$ cat config.mk
export PLATFORM = sky130hd
export DESIGN_NAME = taiga_safe_fifo_flat
export DESIGN_NICKNAME = d
export VERILOG_FILES = /design/src/rtl/taiga_safe_fifo_if.sv /design/src/rtl/taiga_safe_fifo.sv /design/src/flat_wrapper.sv
export SDC_FILE = /design/constraint.sdc
export NUM_CORES = 1
export LEC_CHECK = 0
export CAP_MARGIN = 20
export CORE_ASPECT_RATIO = 1.2
export CORE_MARGIN = 10
export CORE_UTILIZATION = 40
export DETAILED_ROUTE_END_ITERATION = 6
export PLACE_DENSITY = 0.57
export SLEW_MARGIN = 20
export SYNTH_ARGS = -nofsm -noshare
export SYNTH_HDL_FRONTEND = slang
export SYNTH_SLANG_ARGS = --single-unit
$ cat constraint.sdc
create_clock -name clk -period 13.6 [get_ports clk]
set_clock_uncertainty 0.05 [all_clocks]
set_input_delay 2.72 -clock clk [delete_from_list [all_inputs] [get_ports clk]]
set_output_delay 2.72 -clock clk [all_outputs]
set_load 0.02 [all_outputs]
$ cat src/rtl/taiga_safe_fifo_if.sv
// Handshake/bus bundle between a producer/consumer and taiga_safe_fifo.
interface taiga_safe_fifo_if #(
    parameter int unsigned DATA_WIDTH = 32,
    parameter int unsigned DEPTH      = 6
);
    localparam int unsigned CW = $clog2(DEPTH + 1);

    logic                  flush;
    logic                  push;
    logic [DATA_WIDTH-1:0] data_in;
    logic                  pop;
    logic                  clear_errors;
    logic [DATA_WIDTH-1:0] data_out;
    logic                  valid;
    logic                  full;
    logic                  almost_full;
    logic                  almost_empty;
    logic [CW-1:0]         count;
    logic                  overflow;
    logic                  underflow;

    // Producer/consumer side
    modport master (
        output flush, push, data_in, pop, clear_errors,
        input  data_out, valid, full, almost_full, almost_empty, count,
               overflow, underflow
    );

    // FIFO side
    modport slave (
        input  flush, push, data_in, pop, clear_errors,
        output data_out, valid, full, almost_full, almost_empty, count,
               overflow, underflow
    );
endinterface

$ cat src/rtl/taiga_safe_fifo.sv
// Overflow/underflow-safe synchronous FIFO with arbitrary depth, exact count,
// threshold flags, synchronous flush, optional empty bypass and sticky errors.
module taiga_safe_fifo #(
    parameter int unsigned DATA_WIDTH   = 32,
    parameter int unsigned DEPTH        = 6,
    parameter int unsigned ALMOST_FULL  = DEPTH - 1,
    parameter int unsigned ALMOST_EMPTY = 1,
    parameter int unsigned BYPASS       = 0
) (
    input  logic              clk,
    input  logic              rst,
    taiga_safe_fifo_if.slave  fifo
);
    localparam int unsigned CW = $clog2(DEPTH + 1);
    localparam int unsigned PW = $clog2(DEPTH);

    localparam logic [CW-1:0] DEPTH_C  = CW'(DEPTH);
    localparam logic [CW-1:0] AF_TH    = CW'(ALMOST_FULL);
    localparam logic [CW-1:0] AE_TH    = CW'(ALMOST_EMPTY);
    localparam logic [PW-1:0] LAST_PTR = PW'(DEPTH - 1);

    logic [DATA_WIDTH-1:0] mem [DEPTH];
    logic [PW-1:0]         rd_ptr;
    logic [PW-1:0]         wr_ptr;
    logic [CW-1:0]         count_r;
    logic                  overflow_r;
    logic                  underflow_r;

    logic                  empty;
    logic                  bypass_on;
    logic                  full_c;
    logic                  valid_c;
    logic                  pop_ok;
    logic                  push_ok;
    logic                  pass_thru;
    logic                  wr_en;
    logic                  rd_adv;
    logic                  ovf_set;
    logic                  unf_set;
    logic [CW:0]           count_ext;
    logic [CW-1:0]         count_nxt;

    // Pointer advance with wrap at the last physical entry (any DEPTH)
    function automatic logic [PW-1:0] ptr_inc(input logic [PW-1:0] p);
        return (p == LAST_PTR) ? '0 : p + PW'(1);
    endfunction

    // Handshake qualification, bypass decision and next occupancy
    always_comb begin
        empty     = (count_r == '0);
        bypass_on = (BYPASS != 0) && empty;
        full_c    = (count_r == DEPTH_C);
        valid_c   = empty ? (bypass_on && fifo.push) : 1'b1;
        pop_ok    = fifo.pop & valid_c & ~fifo.flush;
        push_ok   = fifo.push & (~full_c | pop_ok) & ~fifo.flush;
        // Bypass push+pop on empty hands data straight through, storage untouched
        pass_thru = bypass_on & pop_ok;
        wr_en     = push_ok & ~pass_thru;
        rd_adv    = pop_ok & ~pass_thru;
        ovf_set   = fifo.push & ~push_ok & ~fifo.flush;
        unf_set   = fifo.pop & ~valid_c & ~fifo.flush;
        count_ext = {1'b0, count_r} + (CW+1)'(push_ok) - (CW+1)'(pop_ok);
        // Defensive: a wrapped result (cannot occur) holds the count
        count_nxt = count_ext[CW] ? count_r : CW'(count_ext);
    end

    // Pointers and occupancy; flush empties the queue, rst overrides flush
    always_ff @(posedge clk) begin
        if (rst || fifo.flush) begin
            rd_ptr  <= '0;
            wr_ptr  <= '0;
            count_r <= '0;
        end else begin
            if (wr_en) wr_ptr <= ptr_inc(wr_ptr);
            if (rd_adv) rd_ptr <= ptr_inc(rd_ptr);
            count_r <= count_nxt;
        end
    end

    // Sticky error flags; a new error beats a same-cycle clear
    always_ff @(posedge clk) begin
        if (rst) begin
            overflow_r  <= 1'b0;
            underflow_r <= 1'b0;
        end else begin
            overflow_r  <= ovf_set | (overflow_r & ~fifo.clear_errors);
            underflow_r <= unf_set | (underflow_r & ~fifo.clear_errors);
        end
    end

    // Storage write port, only on an accepted, non-bypassed push
    always_ff @(posedge clk) begin
        if (!rst && wr_en) begin
            mem[wr_ptr] <= fifo.data_in;
        end
    end

    // Output decodes of the registered state (plus bypass data path)
    always_comb begin
        fifo.data_out     = bypass_on ? fifo.data_in : mem[rd_ptr];
        fifo.valid        = valid_c;
        fifo.full         = full_c;
        fifo.almost_full  = (count_r >= AF_TH);
        fifo.almost_empty = (count_r <= AE_TH);
        fifo.count        = count_r;
        fifo.overflow     = overflow_r;
        fifo.underflow    = underflow_r;
    end
endmodule

$ cat src/flat_wrapper.sv
// flat-port wrapper written by rule: the top's interface ports become plain ports
module taiga_safe_fifo_flat 
#(
    parameter int unsigned DATA_WIDTH   = 32,
    parameter int unsigned DEPTH        = 6,
    parameter int unsigned ALMOST_FULL  = DEPTH - 1,
    parameter int unsigned ALMOST_EMPTY = 1,
    parameter int unsigned BYPASS       = 0
)
  (clk, rst, fifo_flush, fifo_push, fifo_data_in, fifo_pop, fifo_clear_errors, fifo_data_out, fifo_valid, fifo_full, fifo_almost_full, fifo_almost_empty, fifo_count, fifo_overflow, fifo_underflow);
  taiga_safe_fifo_if #(.DATA_WIDTH(DATA_WIDTH), .DEPTH(DEPTH)) fifo_i ();
  input  logic clk;
  input  logic rst;
  input wire logic [$bits(fifo_i.flush)-1:0] fifo_flush;
  input wire logic [$bits(fifo_i.push)-1:0] fifo_push;
  input wire logic [$bits(fifo_i.data_in)-1:0] fifo_data_in;
  input wire logic [$bits(fifo_i.pop)-1:0] fifo_pop;
  input wire logic [$bits(fifo_i.clear_errors)-1:0] fifo_clear_errors;
  output wire logic [$bits(fifo_i.data_out)-1:0] fifo_data_out;
  output wire logic [$bits(fifo_i.valid)-1:0] fifo_valid;
  output wire logic [$bits(fifo_i.full)-1:0] fifo_full;
  output wire logic [$bits(fifo_i.almost_full)-1:0] fifo_almost_full;
  output wire logic [$bits(fifo_i.almost_empty)-1:0] fifo_almost_empty;
  output wire logic [$bits(fifo_i.count)-1:0] fifo_count;
  output wire logic [$bits(fifo_i.overflow)-1:0] fifo_overflow;
  output wire logic [$bits(fifo_i.underflow)-1:0] fifo_underflow;
  assign fifo_i.flush = fifo_flush;
  assign fifo_i.push = fifo_push;
  assign fifo_i.data_in = fifo_data_in;
  assign fifo_i.pop = fifo_pop;
  assign fifo_i.clear_errors = fifo_clear_errors;
  assign fifo_data_out = fifo_i.data_out;
  assign fifo_valid = fifo_i.valid;
  assign fifo_full = fifo_i.full;
  assign fifo_almost_full = fifo_i.almost_full;
  assign fifo_almost_empty = fifo_i.almost_empty;
  assign fifo_count = fifo_i.count;
  assign fifo_overflow = fifo_i.overflow;
  assign fifo_underflow = fifo_i.underflow;
  taiga_safe_fifo #(.DATA_WIDTH(DATA_WIDTH), .DEPTH(DEPTH), .ALMOST_FULL(ALMOST_FULL), .ALMOST_EMPTY(ALMOST_EMPTY), .BYPASS(BYPASS)) u_core (.clk(clk), .rst(rst), .fifo(fifo_i));
endmodule
Word-level counts from Yosys, hierarchy flattened
Memories as Yosys holds them, arrays and structs flattened. A register that Yosys moved wholly into a read port is not among the register bits.
Index checks and enable logic that the tools add are counted.
- $mul: 0
- magnitude comparators: 2
- shift-type cells: 0
- equal/unequal tests: 3
- add/sub/neg operators: 4
- divide/modulo/power cells: 0
- bitwise logic cells: 17
- reduce and logical (&&, ||, !) cells: 4
- multiplexer cells: 7
- operators with widths (cell ; number):
    2-to-1 mux 3 bit ; 4
    bitwise AND 1 bit ; 10
    == test 3 bit (second input constant) ; 3
    adder 3 x 1 -> 3 bit (second input constant) ; 2
    adder 3 x 1 -> 4 bit ; 1
    inverter 1 bit ; 4
    subtractor 4 x 1 -> 4 bit ; 1
    >= comparator 3 bit (second input constant) ; 1
    <= comparator 3 x 1 -> 1 bit (second input constant) ; 1
    zero test 3 bit ; 1
    2-to-1 mux 1 bit ; 3
    bitwise OR 1 bit ; 3
    logical AND 1 bit ; 1
    zero test 1 bit ; 1
    logical OR 1 bit ; 1
- flip-flop bits (word level): 11
- bits in read-only memories: 0
- latch bits: 0
- output and inout port bits: 41
- input port bits: 38
- logic and storage cells: 43
- memory bits (writable): 192
- memories kept: 1
- memory list (memory ; depth ; width ; read ports ; clocked after memory_dff ; wr ports ; line ; text):
    u_core.mem ; 6 ; 32 ; 1 ; 1 ; 1 ; taiga_safe_fifo.sv:22 ; logic [DATA_WIDTH-1:0] mem [DEPTH];

Longest topological paths before layout
Gate-level depths: netlist (run 1).
- depth after elaboration: 11
- gate-level depth with buffers: 10
- gate-level depth less buffers: 10

Worst setup path before layout (run 1)
No wires, ideal clock.
- kind: input to register
- start: in fifo_push
- end: mem u_core.mem[5][0], enable pin
- slack: 6.601 ns
- cell stages on the path: 3
- setup time: 0.513 ns
- arrival time: 6.436 ns
- cell sequence: nor2b_1 nand2_1 nor4b_1
- longest elaborated chain between the ends: 5
- ends and longest elaborated chain (item ; line ; text):
    from (decl) ; flat_wrapper.sv:15 ; input wire logic [$bits(fifo_i.push)-1:0] fifo_push;
    bitwise AND 1 bit (2 in series) ; taiga_safe_fifo.sv:55 ; push_ok = fifo.push & (~full_c | pop_ok) & ~fifo.flush;
    logical AND 1 bit ; taiga_safe_fifo.sv:93 ; if (!rst && wr_en) begin
    2-to-1 mux 1 bit ; taiga_safe_fifo.sv:93 ;
    2-to-1 mux 1 bit (implied by the code) ; taiga_safe_fifo.sv:94 ; mem[wr_ptr] <= fifo.data_in;
    to (decl) ; taiga_safe_fifo.sv:22 ;
Every way passes these cells.

==> results of run 1 <==
worst min-delay path by stage:
stage	to	slack, ns	depth (start not counted)
2_1_floorplan	register	0.42	2
3_3_place_gp	register	0.42	2
3_5_place_dp	register	0.45	2
4_1_cts	register	0.46	2
5_1_grt	register	0.48	2
6_report	u_core.wr_ptr[2]	0.46	2
metal layers:
metal  share of wire, %  vias to the layer above  track usage (%)
li1                   -                     1926                -
met1                 41                     2111             14.7
met2                 52                       83             20.6
met3                5.0                       25             2.94
met4                1.7                        0             3.41
met5                  0                        -                0
layout make-up:
type                       count  area, um^2  share of cell area [%]
sequential                   206        6050                    61.5
clock buffer                  25         541                    5.49
inverter                      10        37.5                   0.381
clock inverter                12         104                    1.05
timing repair buffer          90         871                    8.85
tap                          265         332                    3.37
antenna                        1        2.50                  0.0254
multi-input combinational    200        1910                    19.4
synthesized netlist by cell type, types with 4 or more instances:
library cell / instances / share of area (%)
o21ai_0: 5 / 0.31
buf_6: 5 / 0.69
mux4_1: 13 / 4.2
ha_1: 6 / 0.93
buf_2: 4 / 0.25
dfxtp_1: 14 / 3.5
mux2i_1: 34 / 4.2
edfxtp_1: 192 / 71
mux4_2: 19 / 5.3
nor2b_1: 5 / 0.39
nand2_1: 5 / 0.23
inv_1: 10 / 0.46
nor2_1: 41 / 1.9
a21oi_1: 40 / 2.5
per-stage QoR:
step           instances  hold slack, ns
2_1_floorplan        434           0.417
3_3_place_gp         771           0.421
3_5_place_dp         771           0.449
4_1_cts              808           0.460
5_1_grt              808           0.481
6_report             809           0.463
power by group:
| group | internal [uW] | switching (uW) | leakage (uW) |
|---|---|---|---|
| logic | 27.7 | 29.5 | 0.000953 |
| clock network | 320 | 220 | 0.000319 |
| registers | 697 | 2.58 | 0.00185 |
| total | 1040 | 252 | 0.00312 |
cells by family after synthesis:
| logic type | after synthesis | synth area share, % |
|---|---|---|
| flip-flops | 206 | 74.6 |
| AND/OR/NAND/NOR | 74 | 4.61 |
| multiplexers | 66 | 13.7 |
| AO/OA/AOI/OAI | 52 | 3.43 |
| buffers and inverters | 28 | 2.44 |
| adder cells (fa/ha/maj) | 7 | 1.17 |
| XOR/XNOR | 1 | 0.108 |
critical path: cells and delay by family (launching register included):
kind | cells | cell delay (ns)
buffers and inverters | 2 | 1.39
and+or+nand+nor | 1 | 0.11
DFF | 1 | 0.46
AOI/OAI and AO/OA | 1 | 0.06
muxes | 1 | 0.66
sequential cells by signal, summed over array words and instances, names as in the netlist, named ones only:
signal                 cells
u_core.fifo.count          3
u_core.fifo.overflow       1
u_core.fifo.underflow      1
u_core.mem               192
u_core.rd_ptr              3
u_core.wr_ptr              3
==> run metrics, run 1 <==
outcome finished clean; initial antenna violation count 2; Row Count 57; Fin. Hold Viols 0; CP Capture Type output port; Worst R2R End u_core.fifo.count[1]; Worst setup SP type register; aggregate global routing overflow 0; Max-Cap Viols 0; Max-slew headroom 34.9%; worst setup margin 7.64 ns; Worst Setup Path Type reg -> out; Tot GR Track Use 12.0%; worst-path maximum fanout 54; DR vias 4145; drt initial violations 301; critical path endpoint fifo_data_out[17]; power per cell area 132 mW/mm^2; final instance area 0.00984 mm^2; Hold WC Path Type reg -> reg; CP cell instances buf_4 > mux4_1 > nor2_1 > a21oi_1 > clkdlybuf4s50_1; placed inst area 0.00920 mm^2; Die Ht 176 um; slowest stage delay, CP 0.81 ns; post-CTS setup buffers 0; Max Slew Vio Count 0; die area 0.0264 mm^2; Detailed Route WL 15900 um; Final #Nets 574; IO Pins 79; vias in the first global route 4314; worst vdd ir 0.0934 mV; CTS Buffer Depth 3; EDFF count, synth 192; CTS tree done; Final min period 5.96 ns; mapped cell area 0.00811 mm^2; Layout Utilization 48.9%; Starting Density 40.3%; CTS clk-pin slew, worst paths 0.06 ns; Setup Viol. Count Final 0; synthesized instance count 434; Mapped Nets 479; Final ANT Viol Nets 0; clk_lat worst skew 0.48 ns; Vias per Instance 5.12; Area growth syn-to-layout 21.4%; Overall Power 1300 uW; largest net degree at the start of global routing 65; Num CTS Buffers 21; DRC Markers 0; die width 150 um; Setup WS pre-CTS 8.06 ns; R2R cell count 9; first-pass GRT wire length 24600 um; # resized after CTS 0; Yosys warnings 0; hold path startpoint u_core.wr_ptr[2]; Wirelength per Cell 19.7 um; Clock H-tree levels 1; cts hold-fix bufs 0; maximum clock rate 0.168 GHz; Post-synth top flop edfxtp_1; highest-count cells in the layout ignoring fill and taps edfxtp_1 (192), clkdlybuf4s50_1 (78), a21oi_1 (40), nor2_1 (39), mux2i_1 (34); Worst EP arrival 3.19 ns; Seq cells post-synth 206; slowest CP cell buf_4; root buf cell clkbuf_16; worst endpoint required time 10.83 ns; DP HPWL 9610 um; Pre-antenna DRT Iters 4; sequential area share after synthesis 74.6%; Synth cell types 39; share of cells above drive strength 1 13.1%; Placeable Area 0.0201 mm^2; Mapped Avg Cell Area 18.7 um^2; Filler cells 1698; reg2reg start u_core.fifo.count[1]; leading cell type in the layout, fill and taps excluded edfxtp_1; asr flop ratio synth 0%; Clock Sinks 206; leak pwr 0.00312 uW; port bufs 78; RSZ-0062 raised after global routing no; Reg2Reg Setup Slack 10.85 ns; Final Wtd Congestion 0.697; worst-margin pin slew 0.976 ns; Setup TNS 0 ns; Final Cycle Share 43.8%
Note: power is estimated with default switching activity, not from simulation.
==> inputs of run 2 (changes only) <==
- PLACE_DENSITY: 0.57 -> 0.6
- clock period: 13.6 -> 4.85 ns (I/O delays scaled with it)
==> run 2 against run 1 <==
  * Cell count up 0.12%
  * Non-clock buffer count up 2
  * Flip-flop and latch count stayed put
  * Worst setup slack got worse by 6.7 ns
  * Combinational power grew to 2.8 times the previous value
  * Die area unchanged
  * Critical path type unchanged
  * Critical endpoint is now fifo_data_out[20]
  * Largest cell class unchanged
  * Largest power group unchanged
==> run metrics, run 2 (same netlist as run 1, synthesis figures left out) <==
post-CTS setup buffers 0 (unchanged); cts hold-fix bufs 0 (unchanged); Clock Sinks 206 (unchanged); Starting Density 40.3% (unchanged); Row Count 57 (unchanged); Vias per Instance 5.04 (-1.6%); vias in the first global route 4492 (+4.1%); Reg2Reg Setup Slack 2.10 ns (-8.75 ns); die width 150 um (unchanged); port bufs 78 (unchanged); die area 0.0264 mm^2 (unchanged); Setup WS pre-CTS 1.35 ns (-6.71 ns); # resized after CTS 0 (unchanged); Clock H-tree levels 1 (unchanged); Filler cells 1701 (+0.18%); drt initial violations 176 (-42%); first-pass GRT wire length 25200 um (+2.5%); Area growth syn-to-layout 21.8%; initial antenna violation count 1 (-1); RSZ-0062 raised after global routing no; Num CTS Buffers 20 (-4.8%); leak pwr 0.00313 uW (+0.46%); Final #Nets 575 (+0.17%); Hold WC Path Type reg -> reg; worst vdd ir 0.212 mV (+130%); outcome finished clean; Worst EP arrival 2.84 ns (-0.35 ns); worst-path maximum fanout 44 (-19%); leading cell type in the layout, fill and taps excluded edfxtp_1; maximum clock rate 0.259 GHz; Final Wtd Congestion 0.736 (+5.7%); Placeable Area 0.0201 mm^2 (unchanged); slowest stage delay, CP 0.63 ns (-0.18 ns); area of the multi-input gates 0.00191 mm^2 (+0.46%); Final min period 3.86 ns; Max-slew headroom 39.7% (+4.7 points); Final ANT Viol Nets 0 (unchanged); Detailed Route WL 15900 um (about the same); worst endpoint required time 3.83 ns (-7.00 ns); highest-count cells in the layout ignoring fill and taps edfxtp_1 (192), clkdlybuf4s50_1 (78), a21oi_1 (40), nor2_1 (39), mux2i_1 (34); Setup TNS 0 ns (unchanged); DRC Markers 0 (unchanged); max reg flops 192 (unchanged); IO Pins 79 (unchanged); worst path bufs/invs 2 (unchanged); aggregate global routing overflow 0 (unchanged); largest net degree at the start of global routing 45 (-31%); clk_lat worst skew 0.48 ns (about the same); Setup Viol. Count Final 0 (unchanged); CP cell instances buf_12 > mux4_1 > nor2_1 > a21oi_1 > clkdlybuf4s50_1; slowest CP cell mux4_1; worst setup margin 0.988 ns (-6.66 ns); most flop-heavy register u_core.mem; share of cells above drive strength 1 13.6% (+0.53 points); CTS Buffer Depth 3 (unchanged); Pre-antenna DRT Iters 6 (+2); CTS tree done; Top delay family on crit path buffers and inverters; register area 0.00605 mm^2 (unchanged); Wirelength per Cell 19.7 um (-0.15%); power per cell area 364 mW/mm^2 (+180%); DP HPWL 9740 um (+1.4%); DR vias 4083 (-1.5%); Fin. Hold Viols 0 (unchanged); Max Slew Vio Count 0 (unchanged); Max-Cap Viols 0 (unchanged); CTS clk-pin slew, worst paths 0.06 ns (about the same); Tot GR Track Use 12.0% (+0.059 points); root buf cell clkbuf_16; Final Cycle Share 79.6%; Worst setup SP type register; worst-margin pin slew 0.905 ns (-0.0710 ns); Worst Setup Path Type reg -> out; placed inst area 0.00925 mm^2 (+0.53%); final instance area 0.00987 mm^2 (+0.29%); Die Ht 176 um (unchanged); CP Capture Type output port
-- run 2: where the power goes --
part	internal [uW]	switching [uW]
clock	849	619
combinational	78.2	82.5
sequential	1950	8.15
total	2880	710
-- run 2: final cells by class --
type / count / area share (%)
well taps: 265 / 3.36
multi-input cells: 200 / 19.4
flip-flops and latches: 206 / 61.3
clock buffers: 26 / 5.51
clock inverters: 10 / 0.811
repair buffers: 92 / 9.23
diodes: 1 / 0.0253
inverters: 10 / 0.380
-- run 2: worst paths after layout --
path,startpoint,endpoint,depth (start not counted)
max,register,fifo_data_out[20],5
min reg2reg,u_core.rd_ptr[1],register,2
max reg2reg,u_core.fifo.count[1],u_core.fifo.count[1],9
min,u_core.rd_ptr[1],register,2
-- run 2: metal layers --
layer | part of all wire, % | track usage, % | vias to the layer above
met4 | 1.3 | 2.92 | 0
met3 | 4.8 | 2.94 | 17
met1 | 41 | 14.5 | 2061
li1 | - | - | 1928
met5 | 0 | 0 | -
met2 | 52 | 21.2 | 77
-- run 2: through the flow --
step	power [uW]	util [%]	std cells	hold WS (ns)
global route	3720	49.1	809	0.492
finish	3590	49.1	810	0.454
global placement	2160	46.0	773	0.435
floorplan	2070	-	434	0.417
detailed placement	2160	46.0	773	0.449
CTS	3640	49.1	809	0.459
-- run 2: worst min-delay path: stages, from the launching register on --
cell and delay [ns]:
dfxtp_1 0.32, o31ai_1 0.06, a21oi_1 0.08
==> inputs of run 3 (changes only) <==
- PLACE_DENSITY: 0.6 -> 0.57
- clock period: 4.85 -> 3.6 ns (I/O delays scaled with it)
==> run 3 against run 2 <==
  * First-iteration DRC count rose by 2.8%
  * Global-route usage barely moved
  * Routed wire length barely moved
  * Non-clock buffer count increased by 4
  * Register-to-register slack worse by 1.2 ns
  * Power up 37%
  * Design area increased by 0.42%
  * Via count grew 2.0%
  * Die area unchanged
  * Flip-flop and latch count did not move
  * Critical path depth is the same
  * Critical path type unchanged
  * Critical endpoint is now fifo_data_out[1]
==> run metrics, run 3 (same netlist as run 1, synthesis figures left out) <==
DR vias 4166 (+2.0%); power per cell area 496 mW/mm^2 (+36%); aggregate global routing overflow 0 (unchanged); CTS clk-pin slew, worst paths 0.06 ns (about the same); Final Cycle Share 94.7%; Setup WS pre-CTS 0.354 ns (-0.995 ns); die width 150 um (unchanged); highest-count cells in the layout ignoring fill and taps edfxtp_1 (192), clkdlybuf4s50_1 (78), a21oi_1 (40), nor2_1 (39), mux2i_1 (34); Area growth syn-to-layout 22.3%; Num CTS Buffers 20 (unchanged); RSZ-0062 raised after global routing no; outcome finished clean; Worst Setup Path Type reg -> out; worst setup margin 0.192 ns (-0.797 ns); Row Count 57 (unchanged); Setup Viol. Count Final 0 (unchanged); IO Pins 79 (unchanged); worst endpoint required time 2.83 ns (-1.00 ns); Fin. Hold Viols 0 (unchanged); Hold WC Path Type reg -> reg; Worst EP arrival 2.64 ns (-0.20 ns); leak pwr 0.00316 uW (+0.88%); Worst setup SP type register; R2R cell count 9 (unchanged); hold path startpoint u_core.rd_ptr[1]; Detailed Route WL 15900 um (about the same); Wirelength per Cell 19.6 um (-0.44%); share of cells above drive strength 1 13.9% (+0.27 points); Worst R2R End u_core.fifo.count[1]; post-CTS setup buffers 0 (unchanged); Max-slew headroom 60.0% (+20 points); Pint 3970 uW (+38%); max reg flops 192 (unchanged); Max Slew Vio Count 0 (unchanged); Setup TNS 0 ns (unchanged); Clock power frac 41.8% (+0.9 points); Die Ht 176 um (unchanged); hold depth 2 (unchanged); vias in the first global route 4555 (+1.4%); cts hold-fix bufs 0 (unchanged); worst-margin pin slew 0.595 ns (-0.310 ns); worst-path maximum fanout 13 (-70%); Clock Sinks 206 (unchanged); sw frac 19.3% (-0.47 points); Psw 948 uW (+34%); Cell Count, Final, Fillers Out 814 (+0.49%); maximum clock rate 0.293 GHz; DP HPWL 9980 um (+2.4%); Pre-antenna DRT Iters 4 (-2); Final #Nets 579 (+0.70%); port bufs 78 (unchanged); largest net degree at the start of global routing 33 (-27%); initial antenna violation count 2 (+1); Placeable Area 0.0201 mm^2 (unchanged); Seq pwr share 53.8% (-0.8 points); clk_lat worst skew 0.48 ns (about the same); CP Capture Type output port; placed cell count 777 (+0.52%); Tot GR Track Use 12.1% (+0.027 points); Vias per Instance 5.12 (+1.5%); root buf cell clkbuf_16; leading cell type in the layout, fill and taps excluded edfxtp_1; # resized after CTS 0 (unchanged); Final Wtd Congestion 0.737 (+0.15%); Clock H-tree levels 1 (unchanged); reg2reg start u_core.fifo.count[1]; Gate power share 4.4% (about the same); Final min period 3.41 ns; most flop-heavy register u_core.mem; Filler cells 1696 (-0.29%); worst vdd ir 0.395 mV (+86%); die area 0.0264 mm^2 (unchanged); Final ANT Viol Nets 0 (unchanged); CTS tree done; drt initial violations 181 (+2.8%); Starting Density 40.3% (unchanged); DRC Markers 0 (unchanged); Reg2Reg Setup Slack 0.92 ns (-1.18 ns); Max-Cap Viols 0 (unchanged); first-pass GRT wire length 25200 um (-0.30%); CTS Buffer Depth 3 (unchanged)
==> run 3: cell types whose count changed in the layout (fill, tap and decap cells not counted), sizes merged <==
| cell | before | now |
|---|---|---|
| bufinv | 1 | 2 |
| buf | 14 | 18 |
| clkbuf | 26 | 27 |
| clkinv | 9 | 7 |
==> run 3: per-stage QoR <==
stage	cell area, um^2	util (%)	hold slack [ns]	total power (uW)
finish	9910	49.3	0.465	4910
global route	9910	49.3	0.496	5080
CTS	9910	49.3	0.464	4980
detailed placement	9260	46.1	0.453	2910
global placement	9260	46.1	0.442	2910
floorplan	8120	-	0.417	2790
==> run 3: area by class of cell <==
type / instances / area, um^2 / share of cell area (%)
multi-input combinational: 200 / 1910 / 19.3
timing repair buffer: 96 / 928 / 9.36
sequential: 206 / 6050 / 61.0
clock buffer: 27 / 558 / 5.63
inverter: 10 / 37.5 / 0.379
antenna: 1 / 2.50 / 0.0252
clock inverter: 9 / 90.1 / 0.909
tap: 265 / 332 / 3.34
==> run 3: worst max path at each step <==
stage / startpoint / endpoint / slack [ns] / cells past startpoint
5_1_grt: register / fifo_data_out[22] / 0.03 / 5
3_3_place_gp: fifo_flush / u_core.fifo.count[1] / 0.39 / 10
6_report: register / fifo_data_out[1] / 0.19 / 5
4_1_cts: register / fifo_data_out[1] / 0.12 / 5
2_1_floorplan: fifo_push / u_core.mem[2][0] / -1.39 / 3
3_5_place_dp: fifo_flush / u_core.fifo.count[1] / 0.35 / 10
==> run 3: metal layers <==
metal  track usage, %  share of wire, %  routed length [um]  vias up
met2             21.7                52                8350       79
met4             3.08               1.8                 292        2
li1                 -                 -                   -     1935
met1             14.1                40                6440     2125
met3             2.87               5.4                 855       25
met5                0              0.11                  17        -
==> run 3: power by group through the flow <==
stage | registers [uW] | clock network (uW) | logic (uW)
finish | 2640 | 2060 | 217
global route | 2640 | 2200 | 237
CTS | 2640 | 2120 | 221
detailed placement | 2690 | 0 | 220
global placement | 2690 | 0 | 216
floorplan | 2690 | 0 | 96.5
==> run 3: critical path, cell delays in order, from the launching register on <==
cell and delay (ns):
dfxtp_4 0.51, buf_4 0.32, mux4_1 0.60, nor2_1 0.12, a21oi_1 0.06, clkdlybuf4s50_1 0.55
